[src/rtl/multicycle_ctrl.sv]
// Multi-cycle LEGv8 control FSM: fetch/decode/execute/memory/writeback sequencing with dmem timeout.
// Optional perf counters (cycle_cnt, instr_cnt) when MCTRL_PERF_EN is defined.
module multicycle_ctrl #(
  parameter int MEM_TIMEOUT = 15,
  parameter int CNT_WIDTH   = 32
) (
  input  logic                 clk,
  input  logic                 reset,
  input  logic                 start,
  input  logic [10:0]          opcode,
  input  logic                 alu_zero,
  input  logic                 imem_ready,
  input  logic                 dmem_ready,
  output logic                 busy,
  output logic                 imem_req,
  output logic                 ir_write,
  output logic                 pc_write,
  output logic [1:0]           pc_src,
  output logic                 reg2_loc,
  output logic                 alu_src,
  output logic [3:0]           alu_op,
  output logic                 dmem_read,
  output logic                 dmem_write,
  output logic                 reg_write,
  output logic                 mem_to_reg,
  output logic                 instr_done,
  output logic                 illegal,
  output logic                 mem_err,
`ifdef MCTRL_PERF_EN
  output logic [CNT_WIDTH-1:0] cycle_cnt,
  output logic [CNT_WIDTH-1:0] instr_cnt,
`endif
  output logic [2:0]           fsm_state
);

  typedef enum logic [2:0] {
    S_IDLE, S_FETCH, S_DECODE, S_EXEC, S_MEM, S_WB, S_HALT
  } state_t;

  typedef enum logic [3:0] {
    C_ADD, C_SUB, C_AND, C_ORR, C_LDUR, C_STUR, C_CBZ, C_B, C_ILL
  } op_class_t;

  localparam int WAIT_W = $clog2(MEM_TIMEOUT + 1);

  state_t            state, state_n;
  logic [10:0]       op_q;
  logic [WAIT_W-1:0] wait_cnt;
  logic              illegal_q, mem_err_q;
  logic              set_ill, set_merr, wait_inc;
  op_class_t         cls_q;

  function automatic op_class_t classify(input logic [10:0] op);
    if (op == 11'h7C2)           return C_LDUR;
    else if (op == 11'h7C0)      return C_STUR;
    else if (op == 11'h458)      return C_ADD;
    else if (op == 11'h658)      return C_SUB;
    else if (op == 11'h450)      return C_AND;
    else if (op == 11'h550)      return C_ORR;
    else if (op[10:3] == 8'hB4)  return C_CBZ;
    else if (op[10:5] == 6'h05)  return C_B;
    else                         return C_ILL;
  endfunction

  assign cls_q     = classify(op_q);
  assign illegal   = illegal_q;
  assign mem_err   = mem_err_q;
  assign fsm_state = state;

  always_ff @(posedge clk) begin
    if (reset) begin
      state     <= S_IDLE;
      op_q      <= '0;
      wait_cnt  <= '0;
      illegal_q <= 1'b0;
      mem_err_q <= 1'b0;
    end else begin
      state <= state_n;
      if (state == S_DECODE) op_q <= opcode;
      wait_cnt <= wait_inc ? wait_cnt + 1'b1 : '0;
      if (set_ill)  illegal_q <= 1'b1;
      if (set_merr) mem_err_q <= 1'b1;
    end
  end

  always_comb begin
    state_n    = state;
    busy       = 1'b0;
    imem_req   = 1'b0;
    ir_write   = 1'b0;
    pc_write   = 1'b0;
    pc_src     = 2'b00;
    reg2_loc   = 1'b0;
    alu_src    = 1'b0;
    alu_op     = 4'b0000;
    dmem_read  = 1'b0;
    dmem_write = 1'b0;
    reg_write  = 1'b0;
    mem_to_reg = 1'b0;
    instr_done = 1'b0;
    set_ill    = 1'b0;
    set_merr   = 1'b0;
    wait_inc   = 1'b0;
    case (state)
      S_IDLE: if (start) state_n = S_FETCH;
      S_FETCH: begin
        busy     = 1'b1;
        imem_req = 1'b1;
        if (imem_ready) begin
          ir_write = 1'b1;
          pc_write = 1'b1;
          state_n  = S_DECODE;
        end
      end
      S_DECODE: begin
        busy = 1'b1;
        if (classify(opcode) == C_ILL) begin
          set_ill = 1'b1;
          state_n = S_HALT;
        end else begin
          state_n = S_EXEC;
        end
      end
      S_EXEC: begin
        busy = 1'b1;
        case (cls_q)
          C_ADD:  begin alu_op = 4'b0010; state_n = S_WB; end
          C_SUB:  begin alu_op = 4'b0110; state_n = S_WB; end
          C_AND:  begin alu_op = 4'b0000; state_n = S_WB; end
          C_ORR:  begin alu_op = 4'b0001; state_n = S_WB; end
          C_LDUR: begin alu_op = 4'b0010; alu_src = 1'b1; state_n = S_MEM; end
          C_STUR: begin
            alu_op = 4'b0010; alu_src = 1'b1; reg2_loc = 1'b1; state_n = S_MEM;
          end
          C_CBZ: begin
            alu_op = 4'b0111; reg2_loc = 1'b1;
            pc_write = alu_zero; pc_src = 2'b01; instr_done = 1'b1; state_n = S_FETCH;
          end
          C_B: begin
            pc_write = 1'b1; pc_src = 2'b10; instr_done = 1'b1; state_n = S_FETCH;
          end
          default: state_n = S_HALT;
        endcase
      end
      S_MEM: begin
        busy       = 1'b1;
        alu_src    = 1'b1;
        alu_op     = 4'b0010;
        reg2_loc   = (cls_q == C_STUR);
        dmem_read  = (cls_q == C_LDUR);
        dmem_write = (cls_q == C_STUR);
        // ready in the final allowed cycle still completes the access
        if (dmem_ready) begin
          if (cls_q == C_LDUR) begin
            state_n = S_WB;
          end else begin
            instr_done = 1'b1;
            state_n    = S_FETCH;
          end
        end else if (wait_cnt == WAIT_W'(MEM_TIMEOUT)) begin
          set_merr = 1'b1;
          state_n  = S_HALT;
        end else begin
          wait_inc = 1'b1;
        end
      end
      S_WB: begin
        busy       = 1'b1;
        reg_write  = 1'b1;
        mem_to_reg = (cls_q == C_LDUR);
        instr_done = 1'b1;
        state_n    = S_FETCH;
      end
      S_HALT:  state_n = S_HALT;
      default: state_n = S_IDLE;
    endcase
  end

`ifdef MCTRL_PERF_EN
  always_ff @(posedge clk) begin
    if (reset) begin
      cycle_cnt <= '0;
      instr_cnt <= '0;
    end else begin
      if (busy)       cycle_cnt <= cycle_cnt + 1'b1;
      if (instr_done) instr_cnt <= instr_cnt + 1'b1;
    end
  end
`endif

endmodule

[config.mk]
export PLATFORM = sky130hd
export DESIGN_NAME = multicycle_ctrl
export DESIGN_NICKNAME = d
export VERILOG_FILES = /design/src/rtl/multicycle_ctrl.sv
export SDC_FILE = /design/constraint.sdc
export NUM_CORES = 1
export LEC_CHECK = 0
export BUFFER_PORTS_ARGS = -buffer_cell sky130_fd_sc_hd__clkbuf_2
export CAP_MARGIN = 0
export CORE_ASPECT_RATIO = 0.5
export CORE_MARGIN = 2
export CORE_UTILIZATION = 35
export CTS_BUF_LIST = sky130_fd_sc_hd__clkbuf_4 sky130_fd_sc_hd__clkbuf_8
export DETAILED_ROUTE_END_ITERATION = 10
export PLACE_DENSITY = 0.6
export SLEW_MARGIN = 20
export SYNTH_ARGS = -nofsm -noshare
export SYNTH_HDL_FRONTEND = slang
export SYNTH_SLANG_ARGS = --single-unit
[constraint.sdc]
create_clock -name clk -period 1.76 [get_ports clk]
set_input_delay 0.352 -clock clk [delete_from_list [all_inputs] [get_ports clk]]
set_output_delay 0.352 -clock clk [all_outputs]
set_load 0.1 [all_outputs]
---- Yosys cells after proc, flatten, opt, wreduce, memory -nomap -nowiden ----
Index checks and enable logic that the tools add are counted.
storage, ports and cells
  input bits .............................. 17
  register bits after elaboration ......... 20
  output and inout bits ................... 22
  logic and storage cells ................. 106
cells by class
  reduce and logical (&&, ||, !) cells .... 10
  equality and inequality tests ........... 34
  mux-type cells .......................... 55
  bitwise operators ....................... 1
  add/subtract/negate cells ............... 1
operators by type and width
  cell                                                 number
  equality test 11 bit, second input constant          12
  2-to-1 mux 4 bit                                     17
  2-to-1 mux 1 bit                                     21
  case mux 3 bit (7 select lines)                      1
  2-to-1 mux 3 bit                                     6
  equality test 4 x 3 -> 1 bit, second input constant  4
  equality test 8 bit, second input constant           2
  equality test 6 x 3 -> 1 bit, second input constant  2
  case mux 3 bit (4 select lines)                      1
  equality test 3 bit, second input constant           3
  case mux 3 bit (3 select lines)                      1
  equality test 4 x 2 -> 1 bit, second input constant  2
  equality test 4 bit, second input constant           2
  case mux 1 bit (2 select lines)                      4
  OR reduction 2 bit                                   4
  equality test 3 x 2 -> 1 bit, second input constant  2
  case mux 3 bit (2 select lines)                      1
  OR reduction 5 bit                                   1
  adder 4 x 1 -> 4 bit, second input constant          1
  equality test 4 x 1 -> 1 bit, second input constant  1
  zero test 4 bit                                      1
  != test 2 bit, second input constant                 2
  case mux 2 bit (2 select lines)                      1
  OR reduction 4 bit                                   1
  other kinds (8)                                      8

---- Depth between registers and ports, before layout ----
Gate-level depths: netlist of the first run.
  depth in word-level cells ............... 13
  depth in mapped cells ................... 6
  depth with buffers taken out ............ 5

---- Worst setup path after synthesis of the first run ----
No wires, ideal clock.
  path kind ............................... register to output
  start point ............................. reg state[1] (netlist: fsm_state[1])
  end point ............................... out reg2_loc
  data arrival time ....................... 4,521 ps
  slack ................................... -3,113 ps
  stages on the path, launching flop included .. 7
  buffers on the path ..................... 1
  data required time ...................... 1,408 ps
  cells stage by stage .................... dfxtp_1 nand2_1 or2_2 clkbuf_1 nor2_1 a21oi_1 a21oi_1
between the ends
  cells in the longest elaborated chain, start to end .. 2
  elaborated cells between the ends (all ways) .. 3
  those cells by class .................... eq/ne: 2; mux: 1
RTL lines
  element                                                                     line  RTL
  start, declared                                                             46    state_t state, state_n;
  start signal, assigned                                                      78    state <= state_n;
  equality test 3 bit / equality test 3 x 2 -> 1 bit (equally long branches)  104   case (state)
  case mux 1 bit (2 select lines) *                                           104
  end, declared                                                               19    output logic reg2_loc,
Every way passes the cells marked *; elsewhere a longest branch is shown, timed or not.

---- Worst setup path in the final report of the first run ----
  start point ............................. reg op_q[2]
  end point ............................... out alu_op[0]
between the ends
  cells in the longest elaborated chain, start to end .. 11
  elaborated cells between the ends (all ways) .. 21
  those cells by class .................... eq/ne: 11; mux: 8; reduce/logical: 2
RTL lines
  element                                                                 line  RTL
  start, declared                                                         47    logic [10:0] op_q;
  start signal, assigned                                                  79    if (state == S_DECODE) op_q <= opcode;
  equality test 11 bit                                                    59    else if (op == 11'h550) return C_ORR;
  2-to-1 mux 4 bit                                                        59
  2-to-1 mux 4 bit                                                        58    else if (op == 11'h450) return C_AND;
  2-to-1 mux 4 bit                                                        57    else if (op == 11'h658) return C_SUB;
  2-to-1 mux 4 bit                                                        56    else if (op == 11'h458) return C_ADD;
  2-to-1 mux 4 bit                                                        55    else if (op == 11'h7C0) return C_STUR;
  2-to-1 mux 4 bit *                                                      54    if (op == 11'h7C2) return C_LDUR;
  equality test 4 x 3 -> 1 bit / zero test 4 bit (equally long branches)  126   case (cls_q)
  OR reduction 3 bit (no line)                                            --
  case mux 3 bit (4 select lines) *                                       126
  case mux 3 bit (2 select lines) *                                       104
  end, declared                                                           21    output logic [3:0] alu_op,
Marked as above.

==> results.py, run 1 <==
metrics = {
    "outcome": {
        "status": "finished with violations",
        "violations": "setup timing",
    },
    "timing": {
        "setup-violations-final": 12,
        "slew_viol_final": 0,
        "hold_viol": 0,
        "fmax_ghz": 0.435,
        "max_slew_margin_pct": 64.0,
        "worst_pin_slew_ns": 0.543,
        "fin_crit_sh_pct": 131,
        "period_minus_slack_ns": 2.30,
        "skew_ns": 0.00175,
        "fin_ws_ns": -0.538,
        "rsz0062_at_grt": "yes",
    },
    "detailed_routing": {
        "avgViaCountPerCell": 5.13,
        "drtIter0Drc": 70,
        "num_vias": 1394,
        "routed_wl_um": 3530,
        "drt.antenna.violating_nets": 0,
        "first_pass_iters": 5,
        "drc_errors": 0,
        "wl_per_cell_um": 13.0,
    },
    "global_route": {
        "antenna_found_initial": 0,
        "grt_pass1_wl_um": 5440,
        "grt_pass1_vias": 1167,
        "grt_max_degree": 17,
        "track_usage_pct": 17.8,
        "gr-total-overflow": 0,
    },
    "clock_network": {
        "clockBufferDepth": 2,
        "clk-insertion-delay-late_ns": 0.26,
        "root_buffer": "clkbuf_8",
        "h-tree-depth": 1,
        "hold_buffers": 0,
        "path_clk_slew_ns": 0.07,
        "clock-sinks": 20,
        "cts_buffers": 3,
        "cts_tree": "done",
    },
    "floorplanning": {
        "io_pins": 39,
        "rows": 15,
        "die_h_um": 45.9,
        "core_area_um2": 3400,
        "initial_core_util_pct": 36.1,
        "die_area_um2": 4020,
        "die_w_um": 87.7,
    },
    "worst_setup_path": {
        "critPathMaxFanout": 2,
        "ff2ff_path_depth": 6,
        "required_ns": 1.41,
        "setup.worst_path.start_class": "flop",
        "arrival_ns": 1.95,
        "cp-end-kind": "output pin",
        "path_class": "flop to output pin",
    },
    "power": {
        "power_density_nw_per_um2": 1190,
        "peakVddDrop_uv": 548,
        "p_leak_nw": 0.889,
    },
    "cells_and_area": {
        "final_cells": 272,
        "final_area_um2": 2220,
        "layout_commonest_cell": "buf_4",
        "layout.nets": 240,
        "drive_gt1_share_pct": 53.8,
        "antenna_cells": 0,
        "area_delta_synth_final_pct": 81.1,
        "final_cell_mix": "buf_4, nand2_1, clkbuf_2",
        "fillers": 264,
    },
    "logic_synthesis": {
        "async_flop_share_pct": 0,
        "synth_area_leaders": "dfxtp_1, nand2_1, a21oi_1",
        "synth_top_cell_by_area": "dfxtp_1",
        "synth_cells": 161,
        "syn_avg_cell_area_um2": 7.62,
        "synth_area_um2": 1230,
        "synth_edf_count": 0,
        "synth-main-ff-cell": "dfxtp_1",
        "ys_seq_area_share_pct": 32.7,
        "synth_cell_type_count": 53,
        "ys_warn_count": 0,
        "synth_nets": 179,
        "synth_seq_cells": 20,
        "synth_top_area_share_pct": 32.7,
    },
    "flow_run": {
        "drv_cap": 0,
    },
    "min_path": {
        "min_path_type": "input pin to flop",
        "hold_path_depth": 3,
    },
    "placed_design": {
        "dpl_worst_slack_ns": -0.347,
        "io_buffers": 37,
        "gp_congestion": 0.807,
        "hpwl_um": 2800,
        "dp_cells": 264,
        "postPlaceCellArea_um2": 2020,
    },
}
[area by class of cell]
class / instances / area, um^2 / area share [%]
Multi-Input combinational cell: 128 / 983 / 44.3
Clock buffer: 3 / 41.3 / 1.86
Inverter: 3 / 11.3 / 0.507
Sequential cell: 20 / 418 / 18.8
Tap cell: 51 / 63.8 / 2.87
Clock inverter: 1 / 30.0 / 1.35
Timing Repair Buffer: 66 / 673 / 30.3
[critical path: stages, from the launching register on]
cell	delay, ns
dfxtp_2	0.34
nor4b_4	0.29
nand4_1	0.18
or4b_4	0.53
a21oi_4	0.16
buf_12	0.19
[power breakdown]
group | leakage (nW) | internal [mW] | total, mW | switching (mW)
clock | 0.0357 | 0.304 | 0.458 | 0.154
combinational | 0.687 | 0.547 | 1.61 | 1.06
sequential | 0.167 | 0.528 | 0.585 | 0.0571
total | 0.889 | 1.38 | 2.65 | 1.27
[layer usage]
layer | wire length [um] | share of wire (%) | up-vias | track usage, %
met4 | 51 | 1.4 | 0 | 4.62
met2 | 1570 | 45 | 53 | 29.5
met1 | 1730 | 49 | 637 | 24.3
li1 | - | - | 698 | -
met5 | 0 | 0 | - | 0
met3 | 176 | 5.0 | 6 | 2.90
[synthesized netlist by cell type (3+ instances only)]
cell and count:
nor2_1 17, clkbuf_1 7, o21ai_0 6, nand2_1 28
inv_1 3, a21oi_1 20, dfxtp_1 20, nor3_1 4
[registers in the layout (all words and copies together) (netlist names)]
name and count:
fsm_state 3, wait_cnt 4, illegal 1, op_q 11, mem_err 1
[repair_timing]
item	4_1_cts	5_1_grt
resized for setup	20	6
endpoints found under the hold margin	0	0
pin swaps	14	10
buffers inserted	3	4
endpoints found under the setup margin	12	18
[path summary, 6_finish.rpt]
path / to / start / slack [ns]
min: op_q[2] / opcode[2] / 0.32
max: alu_op[0] / op_q[2] / -0.54
min reg2reg: wait_cnt[0] / wait_cnt[0] / 0.45
max reg2reg: wait_cnt[3] / fsm_state[2] / 0.13
[stage by stage]
stage	total power, mW	hold WS (ns)	TNS, ns	util [%]
CTS	2.63	0.319	-3.97	64.5
global placement	2.13	0.430	-0.823	59.4
floorplan	1.66	0.417	-6.45	-
global route	2.76	0.330	-4.99	65.4
finish	2.65	0.316	-3.89	65.4
detailed placement	2.14	0.449	-1.18	59.4
[kinds of logic after synthesis]
| family | Yosys count | synth area share (%) |
|---|---|---|
| flip-flops | 20 | 32.7 |
| multiplexers | 2 | 1.73 |
| adder cells (fa/ha/maj) | 1 | 1.02 |
| buffers and inverters | 13 | 4.49 |
| AO/OA/AOI/OAI | 44 | 22.9 |
| AND/OR/NAND/NOR | 78 | 35.5 |
| XOR/XNOR | 2 | 1.43 |
| other | 1 | 0.306 |
No activity file was read; power rests on OpenSTA's default activity.
==> run 2: changes to the inputs <==
- GPL_TIMING_DRIVEN: not set -> 0
==> results.py, run 2 (synthesis gave the netlist of run 1 again) <==
metrics = {
    "timing": {
        "hold_viol": 0,
        "setup-violations-final": 12,
        "setup-tns-final_ns": -4.29,
        "slew_viol_final": 0,
        "fmax_ghz": 0.426,
        "fin_ws_ns": -0.589,
        "fin_crit_sh_pct": 133,
        "hold_ws_ns": 0.326,
        "rsz0062_at_grt": "yes",
        "period_minus_slack_ns": 2.35,
        "worst_pin_slew_ns": 0.548,
        "max_slew_margin_pct": 63.7,
        "skew_ns": 0.00383,
    },
    "clock_network": {
        "h-tree-depth": 1,
        "root_buffer": "clkbuf_8",
        "cts_buffers": 3,
        "hold_buffers": 0,
        "path_clk_slew_ns": 0.07,
        "clock-sinks": 20,
        "clk-insertion-delay-late_ns": 0.26,
        "clockBufferDepth": 2,
        "cts_tree": "done",
    },
    "power": {
        "power_density_nw_per_um2": 1170,
        "power_mw": 2.66,
        "peakVddDrop_uv": 389,
        "p_leak_nw": 0.903,
    },
    "detailed_routing": {
        "wl_per_cell_um": 14.5,
        "drt.antenna.violating_nets": 0,
        "num_vias": 1409,
        "avgViaCountPerCell": 5.16,
        "drtIter0Drc": 46,
        "drc_errors": 0,
        "first_pass_iters": 4,
        "routed_wl_um": 3960,
    },
    "global_route": {
        "grt_pass1_vias": 1198,
        "antenna_found_initial": 0,
        "gr-total-overflow": 0,
        "grt_pass1_wl_um": 5980,
        "track_usage_pct": 19.6,
        "grt_max_degree": 13,
    },
    "floorplanning": {
        "core_area_um2": 3400,
        "initial_core_util_pct": 36.1,
        "rows": 15,
        "io_pins": 39,
        "die_area_um2": 4020,
        "die_h_um": 45.9,
        "die_w_um": 87.7,
    },
    "worst_setup_path": {
        "startpoint": "op_q[5]",
        "cp_slowest_cell": "or4b_4",
        "critPathBufInv": 1,
        "cp-end-kind": "output pin",
        "path_cells": "nor4b_4 -> nand4_1 -> or4b_4 -> a21oi_4 -> buf_12",
        "path_delay_family": "simple AND/OR/NAND/NOR gates",
        "required_ns": 1.41,
        "reg2reg_from": "op_q[6]",
        "setup.worst_path.start_class": "flop",
        "critPathMaxStageDelay_ns": 0.56,
        "path_class": "flop to output pin",
        "arrival_ns": 2.00,
        "critPathMaxFanout": 3,
    },
    "cells_and_area": {
        "top_register": "op_q",
        "final_cell_mix": "nand2_1, clkbuf_2, buf_4",
        "drive_gt1_share_pct": 54.1,
        "layout_commonest_cell": "nand2_1",
        "largest_reg_flops": 11,
        "fin_util_pct": 67.1,
        "layout.nets": 241,
        "final_cells": 273,
        "area_delta_synth_final_pct": 85.8,
        "final_area_um2": 2280,
        "antenna_cells": 0,
    },
    "placed_design": {
        "dp_cells": 248,
        "hpwl_um": 2540,
        "io_buffers": 36,
        "postPlaceCellArea_um2": 1640,
        "gp_congestion": 0.778,
        "dpl_worst_slack_ns": -0.545,
    },
    "min_path": {
        "hp-start": "opcode[2]",
        "min_path_type": "input pin to flop",
    },
    "outcome": {
        "violations": "setup timing",
        "status": "finished with violations",
    },
    "flow_run": {
        "drv_cap": 0,
    },
}
==> run 2: cell count changes in the layout (fill, tap and decap cells not counted), sizes merged <==
cell      previous run  this run
clkinvlp             0         1
inv                  3         2
clkbuf              21        42
buf                 48        28
==> run 2: timing repair <==
item                       CTS  global route
pin swaps                   10            10
setup endpoints to repair   16            16
resized for setup           65            24
setup buffers               17             7
==> run 2: layer usage <==
metal  wire [um]  global-route usage, %  share of wire (%)
met1        1950                   29.1                 49
met2        1810                   30.6                 46
met3         174                   3.26                4.4
met4          17                   2.77               0.43
met5           0                      0                  0
==> run 2: layout make-up <==
type,count,area [um^2]
Tap cell,51,63.8
Clock inverter,1,30.0
Inverter,3,15.0
Timing Repair Buffer,58,649
Sequential cell,20,425
Fill cell,263,1120
Clock buffer,3,41.3
Multi-Input combinational cell,128,982
Buffer,9,71.3
==> run 2: worst paths after layout <==
| kind | to | slack, ns | depth (start not counted) |
|---|---|---|---|
| setup / recovery | alu_op[0] | -0.59 | 5 |
| setup reg to reg | fsm_state[2] | 0.08 | 7 |
| hold reg to reg | wait_cnt[0] | 0.45 | 1 |
| hold / removal | op_q[2] | 0.33 | 3 |
==> run 2: where the power goes <==
part	switching, mW	leakage (nW)	total (mW)	internal, mW
Sequential	0.0827	0.168	0.613	0.530
Combinational	1.05	0.699	1.59	0.542
Clock	0.154	0.0357	0.457	0.303
==> run 2: worst min-delay path: stages <==
cell and delay (ns):
clkbuf_2 0.09, nand2_1 0.05, a21oi_1 0.05
==> run 3: changes to the inputs <==
- CORE_UTILIZATION: 35 -> 47
- PLACE_DENSITY: 0.6 -> 0.77
==> results.py, run 3 (synthesis gave the netlist of run 1 again) <==
metrics = {
    "outcome": {
        "status": "finished with violations",
        "violations": "setup timing",
    },
    "placed_design": {
        "dp_cells": 234,
        "postPlaceCellArea_um2": 1620,
        "gp_congestion": 0.781,
        "io_buffers": 36,
        "hpwl_um": 2530,
    },
    "clock_network": {
        "root_buffer": "clkbuf_8",
        "cts_tree": "done",
        "cts_buffers": 3,
        "clockBufferDepth": 2,
        "clock-sinks": 20,
        "clk-insertion-delay-late_ns": 0.27,
        "path_clk_slew_ns": 0.08,
        "h-tree-depth": 1,
        "hold_buffers": 0,
    },
    "min_path": {
        "min_path_type": "input pin to flop",
    },
    "detailed_routing": {
        "drc_errors": 0,
        "num_vias": 1642,
        "drt.antenna.violating_nets": 0,
        "drtIter0Drc": 133,
        "avgViaCountPerCell": 6.41,
        "first_pass_iters": 5,
        "routed_wl_um": 5480,
        "wl_per_cell_um": 21.4,
    },
    "timing": {
        "slew_viol_final": 0,
        "fin_crit_sh_pct": 138,
        "setup-tns-final_ns": -5.41,
        "fin_ws_ns": -0.670,
        "hold_viol": 0,
        "skew_ns": 0.00738,
        "worst_pin_slew_ns": 0.560,
        "setup-violations-final": 15,
        "max_slew_margin_pct": 62.8,
        "fmax_ghz": 0.412,
        "rsz0062_at_grt": "yes",
        "period_minus_slack_ns": 2.43,
    },
    "floorplanning": {
        "die_w_um": 76.2,
        "die_h_um": 40.1,
        "core_area_um2": 2540,
        "io_pins": 39,
        "initial_core_util_pct": 48.3,
        "rows": 13,
        "die_area_um2": 3060,
    },
    "worst_setup_path": {
        "critPathMaxFanout": 2,
        "required_ns": 1.41,
        "cp-end-kind": "output pin",
        "setup.worst_path.start_class": "flop",
        "arrival_ns": 2.08,
        "path_class": "flop to output pin",
    },
    "global_route": {
        "antenna_found_initial": 0,
        "gr-total-overflow": 0,
        "grt_pass1_vias": 1418,
        "met2_usage_pct": 59.7,
        "track_usage_pct": 30.7,
        "busiest_layer": "met2",
        "grt_pass1_wl_um": 7020,
        "grt_max_degree": 13,
        "gr-usage-met3_pct": 6.53,
        "grt_util_met1_pct": 35.2,
    },
    "cells_and_area": {
        "antenna_cells": 0,
        "drive_gt1_share_pct": 54.8,
        "layout.nets": 238,
        "area_delta_synth_final_pct": 84.5,
        "layout_commonest_cell": "nand2_1",
        "largest_reg_flops": 11,
        "final_cell_mix": "nand2_1, clkbuf_2, buf_4",
        "final_cells": 256,
        "top_register": "op_q",
        "fillers": 100,
        "final_area_um2": 2260,
    },
    "power": {
        "peakVddDrop_uv": 1100,
        "p_leak_nw": 0.898,
        "power_density_nw_per_um2": 1230,
    },
    "flow_run": {
        "drv_cap": 0,
    },
}
[run 3: cell types whose count changed in the layout (fill, tap and decap cells not counted), moves of 2 or more]
cell     change
buf_6        -2
buf_12       +2
o21ai_2      +2
buf_4        -2
[run 3: routing by layer]
metal	share of wire, %	wire length (um)	vias to the layer above
li1	-	-	691
met1	39	2130	738
met2	43	2360	164
met3	11	621	49
met4	6.6	362	0
met5	0	0	-
[run 3: path summary, 6_finish.rpt]
path	depth (start not counted)	to	slack, ns	start
worst min-delay path	3	op_q[2]	0.32	opcode[2]
worst max-delay path	7	alu_op[1]	-0.67	op_q[0]
worst max register to register	8	fsm_state[2]	-0.11	op_q[0]
worst min register to register	2	op_q[6]	0.50	op_q[6]
[run 3: report_power, final]
part	switching, mW	internal [mW]	leakage [nW]	total [mW]
combinational	1.12	0.572	0.693	1.69
sequential	0.0886	0.530	0.168	0.619
clock	0.176	0.304	0.0357	0.480
total	1.39	1.41	0.898	2.79
[run 3: layout make-up]
type / count / area (um^2) / area share [%]
repair buffers: 56 / 652 / 28.8
inverters: 3 / 15.0 / 0.664
clock inverters: 1 / 30.0 / 1.33
plain buffers: 8 / 66.3 / 2.93
well taps: 37 / 46.3 / 2.05
clock buffers: 3 / 41.3 / 1.83
flip-flops and latches: 20 / 428 / 18.9
multi-input cells: 128 / 983 / 43.5
[run 3: what timing repair did]
item                                    CTS  global route
setup buffers                             9            12
endpoints found under the setup margin   16            19
resized for setup                        59            28
endpoints found under the hold margin     0             0
pin swaps                                12             8
[run 3: worst max-delay path, stage by stage, from the launching register on]
cell	delay [ns]
dfxtp_2	0.35
nor4b_4	0.31
nand4_1	0.17
buf_4	0.18
nor3b_2	0.24
a211oi_1	0.12
o21ai_2	0.21
clkbuf_16	0.24
[run 3: through the flow]
stage / power, mW / utilization [%] / hold WS (ns) / worst slack, ns
after CTS: 2.61 / 83.1 / 0.325 / -0.567
after global routing: 2.86 / 89.2 / 0.339 / -0.701
final: 2.79 / 89.2 / 0.322 / -0.670
after floorplan: 1.66 / - / 0.417 / -0.809
after detailed placement: 1.86 / 64.0 / 0.446 / -0.522
after global placement: 1.83 / 64.0 / 0.434 / -0.502
